--- config.mk ---
export PLATFORM = sky130hd
export DESIGN_NAME = mem_wb_stage
export DESIGN_NICKNAME = d
export VERILOG_FILES = /design/src/rtl/mem_wb_stage.sv
export SDC_FILE = /design/constraint.sdc
export NUM_CORES = 1
export LEC_CHECK = 0
export BUFFER_PORTS_ARGS = -buffer_cell sky130_fd_sc_hd__buf_2
export CORE_AREA = 2 2 119 121
export DETAILED_ROUTE_END_ITERATION = 12
export DIE_AREA = 0 0 121 123
export GPL_ROUTABILITY_DRIVEN = 0
export PLACE_DENSITY_LB_ADDON = 0.1
export SLEW_MARGIN = 10
export SYNTH_ARGS = -nofsm -noshare
export SYNTH_HDL_FRONTEND = slang
export SYNTH_SLANG_ARGS = --single-unit
export TNS_END_PERCENT = 50
--- constraint.sdc ---
create_clock -name clk -period 4.9 [get_ports clk]
set_input_delay 0.49 -clock clk [delete_from_list [all_inputs] [get_ports clk]]
set_output_delay 0.49 -clock clk [all_outputs]
set_load 0.05 [all_outputs]
--- src/rtl/mem_wb_stage.sv ---
// mem_wb_stage
//   EX/MEM pipeline register, data-memory access and MEM/WB pipeline register.
//   Loads and stores use a req/ready handshake plus a separate rvalid return.
//   While an access is outstanding, upstream stages are stalled.
//
// Ports
//   clk, rst_n                    clock, asynchronous active-low reset
//   valid_ex .. MemtoReg_ex       EX-stage instruction fields (inputs)
//   mem_stall                     hold PC, IF/ID, ID/EX and EX inputs this cycle
//   dmem_req/we/addr/wdata        data-memory request (outputs)
//   dmem_ready/rvalid/rdata       data-memory handshake and return (inputs)
//   ALUResult_mem/rdAddr_mem/RegWrite_mem      EX/MEM forward path
//   RegWriteData_wb/rdAddr_wb/RegWrite_wb      MEM/WB forward and write-back
//   mem_err                       sticky: watchdog forced completion
module mem_wb_stage #(
    parameter int unsigned TIMEOUT = 255
) (
    input  logic        clk,
    input  logic        rst_n,
    input  logic        valid_ex,
    input  logic [31:0] ALUResult_ex,
    input  logic [31:0] MemWriteData_ex,
    input  logic [4:0]  rdAddr_ex,
    input  logic        RegWrite_ex,
    input  logic        MemRead_ex,
    input  logic        MemWrite_ex,
    input  logic        MemtoReg_ex,
    output logic        mem_stall,
    output logic        dmem_req,
    output logic        dmem_we,
    output logic [31:0] dmem_addr,
    output logic [31:0] dmem_wdata,
    input  logic        dmem_ready,
    input  logic        dmem_rvalid,
    input  logic [31:0] dmem_rdata,
    output logic [31:0] ALUResult_mem,
    output logic [4:0]  rdAddr_mem,
    output logic        RegWrite_mem,
    output logic [31:0] RegWriteData_wb,
    output logic [4:0]  rdAddr_wb,
    output logic        RegWrite_wb,
    output logic        mem_err
);

    localparam int unsigned CW = (TIMEOUT > 0) ? $clog2(TIMEOUT + 1) : 1;

    typedef enum logic {
        ST_ISSUE,
        ST_WAIT
    } state_t;

    state_t        r_state;
    logic [CW-1:0] r_wd_cnt;
    logic          r_mem_err;

    // EX/MEM register; control bits are pre-qualified with valid
    logic          r_valid_mem;
    logic          r_regwrite_mem;
    logic          r_memread_mem;
    logic          r_memwrite_mem;
    logic          r_memtoreg_mem;
    logic [31:0]   r_alu_mem;
    logic [31:0]   r_wdata_mem;
    logic [4:0]    r_rd_mem;

    // MEM/WB register
    logic [31:0]   r_wb_data;
    logic [4:0]    r_rd_wb;
    logic          r_regwrite_wb;

    logic          w_memop;
    logic          w_wd_fire;
    logic          w_store_done;
    logic          w_load_accept;
    logic          w_load_done;
    logic          w_done;
    logic          w_stall;
    logic [31:0]   w_load_data;
    logic [31:0]   w_wb_data;

    assign w_memop       = r_valid_mem & (r_memread_mem | r_memwrite_mem);
    // Watchdog fires once the counter has seen TIMEOUT stall cycles
    assign w_wd_fire     = (TIMEOUT != 0) && w_memop && (r_wd_cnt == CW'(TIMEOUT));
    assign w_store_done  = (r_state == ST_ISSUE) & r_memwrite_mem & dmem_ready;
    assign w_load_accept = (r_state == ST_ISSUE) & r_memread_mem & dmem_ready;
    assign w_load_done   = (r_state == ST_WAIT) & dmem_rvalid;
    assign w_done        = w_memop & (w_wd_fire | w_store_done | w_load_done);
    assign w_stall       = w_memop & ~w_done;
    assign w_load_data   = w_wd_fire ? '0 : dmem_rdata;
    assign w_wb_data     = r_memtoreg_mem ? w_load_data : r_alu_mem;

    // Built from registered state only, so it falls as soon as reset clears them
    assign dmem_req      = w_memop & (r_state == ST_ISSUE) & ~w_wd_fire;
    assign dmem_we       = r_memwrite_mem;
    assign dmem_addr     = r_alu_mem;
    assign dmem_wdata    = r_wdata_mem;
    assign mem_stall     = w_stall;
    assign ALUResult_mem = r_alu_mem;
    assign rdAddr_mem    = r_rd_mem;
    assign RegWrite_mem  = r_regwrite_mem;
    assign RegWriteData_wb = r_wb_data;
    assign rdAddr_wb     = r_rd_wb;
    assign RegWrite_wb   = r_regwrite_wb;
    assign mem_err       = r_mem_err;

    // Pipeline registers: both stages advance together or both hold
    always_ff @(posedge clk or negedge rst_n) begin
        if (!rst_n) begin
            r_valid_mem    <= 1'b0;
            r_regwrite_mem <= 1'b0;
            r_memread_mem  <= 1'b0;
            r_memwrite_mem <= 1'b0;
            r_memtoreg_mem <= 1'b0;
            r_alu_mem      <= '0;
            r_wdata_mem    <= '0;
            r_rd_mem       <= '0;
            r_wb_data      <= '0;
            r_rd_wb        <= '0;
            r_regwrite_wb  <= 1'b0;
        end else if (!w_stall) begin
            r_valid_mem    <= valid_ex;
            r_regwrite_mem <= valid_ex & RegWrite_ex;
            r_memread_mem  <= valid_ex & MemRead_ex;
            r_memwrite_mem <= valid_ex & MemWrite_ex;
            r_memtoreg_mem <= valid_ex & MemtoReg_ex;
            r_alu_mem      <= ALUResult_ex;
            r_wdata_mem    <= MemWriteData_ex;
            r_rd_mem       <= rdAddr_ex;
            r_wb_data      <= w_wb_data;
            r_rd_wb        <= r_rd_mem;
            r_regwrite_wb  <= r_regwrite_mem;
        end
    end

    // Access FSM and watchdog
    always_ff @(posedge clk or negedge rst_n) begin
        if (!rst_n) begin
            r_state   <= ST_ISSUE;
            r_wd_cnt  <= '0;
            r_mem_err <= 1'b0;
        end else begin
            if (w_done) begin
                r_wd_cnt <= '0;
            end else if (w_stall) begin
                r_wd_cnt <= r_wd_cnt + CW'(1);
            end

            if (w_wd_fire) begin
                r_mem_err <= 1'b1;
                r_state   <= ST_ISSUE;
            end else begin
                case (r_state)
                    ST_ISSUE: if (w_load_accept) r_state <= ST_WAIT;
                    ST_WAIT:  if (dmem_rvalid)   r_state <= ST_ISSUE;
                    default:                     r_state <= ST_ISSUE;
                endcase
            end
        end
    end

endmodule

Yosys cells after proc, flatten, opt, wreduce, memory -nomap -nowiden
Index checks and enable logic that the tools add are counted.
{ "word_totals": {"reg_bits": 122, "input_bits": 110, "word_cells": 46} }
{ "op_classes": {"addsub": 1, "eq_ne": 1, "n_mux": 8, "bitwise": 20, "reduce_logical": 2} }
{ "ops": {"columns": ["cell", "count"], "rows": [
  ["32-bit 2-to-1 mux", 2],
  ["8-bit 2-to-1 mux", 2],
  ["1-bit AND", 14],
  ["8-bit by 1-bit adder with 8-bit output, second input constant", 1],
  ["8-bit == test, second input constant", 1],
  ["1-bit 2-to-1 mux", 3],
  ["1-bit inverter", 3],
  ["1-bit bitwise OR", 3],
  ["1-bit case mux with 2 select lines", 1],
  ["2-bit nonzero test", 1],
  ["1-bit logical AND", 1]
]} }

Logic depth before layout (Yosys ltp)
{ "logic_depth": {"ltp_word": 10, "depth_mapped": 7} }

Least setup slack after synthesis
No wires, ideal clock.
{ "synth_path": {"kind": "reg2out", "from": "reg r_wd_cnt[0]", "to": "out dmem_req", "arrival_ns": 2.425, "path_slack_ns": 1.985, "path_stages_with_launch": 6, "path_buffers": 2, "cell_sequence": "dfrtp_1 ha_1 clkbuf_1 nand3_1 clkbuf_1 nor3b_1"} }
{ "synth_between": {"elab_chain_len": 4} }
{ "synth_lines": {"columns": ["element", "line", "rtl"], "rows": [
  ["from (decl)", "53", "logic [CW-1:0] r_wd_cnt;"],
  ["from (signal assigned)", "145", "r_wd_cnt <= r_wd_cnt + CW'(1);"],
  ["8-bit == test", "83", "assign w_wd_fire = (TIMEOUT != 0) && w_memop && (r_wd_cnt == CW'(TIMEOUT));"],
  ["1-bit logical AND", "83", null],
  ["1-bit inverter", "93", "assign dmem_req = w_memop & (r_state == ST_ISSUE) & ~w_wd_fire;"],
  ["1-bit AND", "93", null],
  ["to (decl)", "29", "output logic dmem_req,"]
]} }
No other way between the ends.

Worst setup path in the final report
{ "layout_path": {"from": "reg r_state", "to": "out mem_stall"} }
{ "layout_between": {"elab_chain_len": 8} }
{ "layout_lines": {"columns": ["element", "line", "rtl"], "rows": [
  ["from (decl)", "52", "state_t r_state;"],
  ["from (signal assigned)", "138", "r_state <= ST_ISSUE;"],
  ["from (signal assigned)", "150", "r_state <= ST_ISSUE;"],
  ["from (signal assigned)", "153", "ST_ISSUE: if (w_load_accept) r_state <= ST_WAIT;"],
  ["1-bit inverter", null, null],
  ["1-bit AND (2 in series)", "84", "assign w_store_done = (r_state == ST_ISSUE) & r_memwrite_mem & dmem_ready;"],
  ["1-bit bitwise OR", "87", "assign w_done = w_memop & (w_wd_fire | w_store_done | w_load_done);"],
  ["1-bit bitwise OR (*)", "87", null],
  ["1-bit AND (*)", "87", null],
  ["1-bit inverter (*)", "88", "assign w_stall = w_memop & ~w_done;"],
  ["1-bit AND (*)", "88", null],
  ["to (decl)", "28", "output logic mem_stall,"]
]} }
Mark *: on every way between the ends. The rest lies on a longest branch, timed or not.

==> run_results.csv <==
group,metric,value,unit
status,status,"complete, no violations",
sta,finalMaxSlewViolations,0,
yosys,synthMuxAreaShare,22.0,%
final_layout,fill_cells,1242,
sta,finalHoldViolations,0,
final_layout,multi_input_area,1930,um^2
worst_setup_path,reg2reg_depth,7,
power,powerDensity,607,nW/um^2
worst_setup_path,timing.rr.start,"r_state",
clocking,numClockSinks,122,
clocking,post-cts-setup-buffers,0,
yosys,synth_area_leaders,"dfrtp_1 57%, mux2_1 14%, mux2i_1 6.3%",
clocking,cts_inserted_buffers,17,
yosys,synth_area,5380,um^2
power,leakagePower,3.43,nW
clocking,clk_latency,420,ps
yosys,synth_edf_count,0,
floorplan,std_cell_rows,43,
worst_setup_path,cp.arrival,2760,ps
worst_setup_path,required,4410,ps
floorplan,pin_count,254,
final_layout,syn_to_final_growth,33.4,%
yosys,seq_area_frac_synth,56.8,%
yosys,synth_compound_area_share,7.49,%
detailed_routing,drt-initial-drc-count,193,
final_layout,fin_util,52.7,%
clocking,hold_buffers,0,
final_layout,layout.nets,748,
yosys,synth_simple_gate_area_share,5.82,%
clocking,clkTransAtPathRegs,60,ps
hold_path,hold_path_class,"input pin to asynchronous set/reset pin",
sta,min_period,3250,ps
worst_setup_path,critPathLaunchType,"register",
detailed_routing,detail_route.first_pass.iterations,4,
sta,max_freq,0.308,GHz
worst_setup_path,r2r_slack,2020,ps
yosys,synth_nets,527,
job,max_cap_violations,0,
yosys,synth_top_area_share,56.8,%
sta,tightest_slew,709,ps
sta,setup_ws,1650,ps
floorplan,die_h,123,um
detailed_routing,dr_total_vias,4083,
clocking,cts_tree,"done",
sta,setup_violations,0,
yosys,synth_commonest_cells,"122 x dfrtp_1, 69 x mux2_1, 43 x nand3_1",
final_layout,drive_gt1_share,47.1,%
worst_setup_path,reg2reg_to,"dmem_wdata[27]",
yosys,synth_area_leader_cell,"dfrtp_1",
grt,grt_use_total,19.4,%
grt,grt_pass1_vias,4108,
final_layout,num_antenna_cells,0,
grt,grt_pass1_wl,21800,um
floorplan,die-area,14900,um^2
placed_design,dp_hpwl,9900,um
sta,tns,0,ps
yosys,synth_fa_ha_area_share,0.233,%
grt,antenna_found_initial,1,
yosys,ys_warn_count,0,
placed_design,port_buffers,253,
detailed_routing,drt-total-wl,14100,um
yosys,synth_xor_area_share,0,%
sta,skew,6.07,ps
sta,rsz0062_at_grt,"no",
floorplan,coreArea,13600,um^2
detailed_routing,route.detailed.drc,0,
yosys,yosysUniqueCellTypes,34,
clocking,ctsResizeCount,0,
detailed_routing,wire_per_inst,17.0,um
yosys,synth_ff_type,"dfrtp_1",
detailed_routing,via_per_inst,4.93,
clocking,clock-root-buffer,"clkbuf_16",
sta,max-slew-margin-rel,52.6,%
worst_setup_path,path_class,"register to primary output",
clocking,htreeDepth,4,
yosys,async_flop_share,100,%
floorplan,start_util,39.5,%
detailed_routing,ant_nets,0,
grt,grt_max_degree,49,
floorplan,dieWidth,121,um
yosys,synth_top_family_by_area,"multiplexers",
placed_design,place_ws,1920,ps
yosys,syn_avg_cell_area,12.9,um^2
clocking,clk_path_buf_depth,2,
yosys,ys_ff_latch,122,
power,ir_worst_vdd,0.317,mV
worst_setup_path,critPathMaxFanout,45,
grt,gr-total-overflow,0,
sta,post-route-period-util,66.3,%
final_layout,regArea,3050,um^2
worst_setup_path,crit_path_end_kind,"primary output",
yosys,synthesis.instances,416,
yosys,yosys.cell_count.top_type,"dfrtp_1",
==> layer usage <==
| metal | global-route usage [%] | part of all wire [%] | up-vias |
|---|---|---|---|
| met1 | 23.4 | 42 | 1983 |
| met2 | 32.2 | 49 | 178 |
| met4 | 7.19 | 1.2 | 2 |
| met5 | 0 | 0.092 | - |
| li1 | - | - | 1905 |
| met3 | 6.92 | 8.3 | 15 |
==> logic make-up after synthesis <==
logic type | count (synthesis)
adders and majority gates | 1
DFF | 122
and+or+nand+nor | 62
AOI/OAI and AO/OA | 57
buffers and inverters | 65
muxes | 109
==> metrics by stage <==
step	power, W	instance area, um^2	std cells	hold slack (ps)
floorplan	0.00273	5380	416	194
global placement	0.00310	6570	798	466
detailed placement	0.00312	6570	798	468
CTS	0.00440	7170	829	20.3
global route	0.00455	7170	829	44.2
finish	0.00436	7170	829	13.5
==> final cells by class <==
cell class | instances | area share (%)
sequential | 122 | 42.6
multi-input combinational | 229 | 26.9
timing repair buffer | 263 | 18.7
clock buffer | 20 | 6.37
tap | 180 | 3.14
clock inverter | 11 | 2.02
inverter | 4 | 0.227
==> worst max-delay path, stage by stage (launching register included) <==
cell	delay [ps]
dfrtp_1	460
and3b_1	260
a211oi_4	160
buf_4	440
nand2_2	120
clkinv_2	510
buf_2	380
==> state kept, by name (all words and copies together) (netlist names) <==
register and cells:
dmem_wdata 32, dmem_we 1, RegWrite_wb 1, r_state 1
mem_err 1, r_memtoreg_mem 1, r_memread_mem 1, rdAddr_wb 5
RegWrite_mem 1, ALUResult_mem 32, r_valid_mem 1, RegWriteData_wb 32
r_wd_cnt 8, rdAddr_mem 5
==> worst max-delay path by stage <==
stage	from	endpoint	slack (ps)	cells past startpoint
floorplan	r_wd_cnt[0]	dmem_req	1980	5
global placement	dmem_ready	dmem_wdata[27]	2000	8
detailed placement	dmem_ready	dmem_wdata[27]	1920	8
CTS	r_state	mem_stall	1620	6
global route	r_state	mem_stall	1470	6
finish	r_state	mem_stall	1650	6
==> power by group <==
| group | switching, W | total (W) | leakage, nW | internal, W |
|---|---|---|---|---|
| Sequential | 0.000152 | 0.00139 | 1.45 | 0.00123 |
| Combinational | 0.00129 | 0.00170 | 1.69 | 0.000410 |
| Clock | 0.000446 | 0.00127 | 0.288 | 0.000822 |
| Total | 0.00189 | 0.00436 | 3.43 | 0.00247 |
==> placed cells by master (no fill, tap or decap), types with 2 or more instances in the layout <==
cell type | synthesis | routed
and3_1 | 3 | 3
a22o_1 | 3 | 3
dfrtp_1 | 122 | 121
inv_1 | 3 | 3
o31ai_1 | 32 | 32
mux2i_1 | 34 | 34
clkbuf_16 | 0 | 17
a21oi_1 | 4 | 4
nand3_1 | 43 | 42
buf_2 | 10 | 252
buf_4 | 33 | 11
bufinv_16 | 0 | 3
clkinv_2 | 0 | 4
o21ai_0 | 9 | 9
mux2_1 | 69 | 69
nor2_1 | 2 | 2
mux2_2 | 6 | 6
clkbuf_8 | 0 | 2
clkinvlp_4 | 0 | 3
nand2_1 | 7 | 7
(Power assumes the default switching activity.)
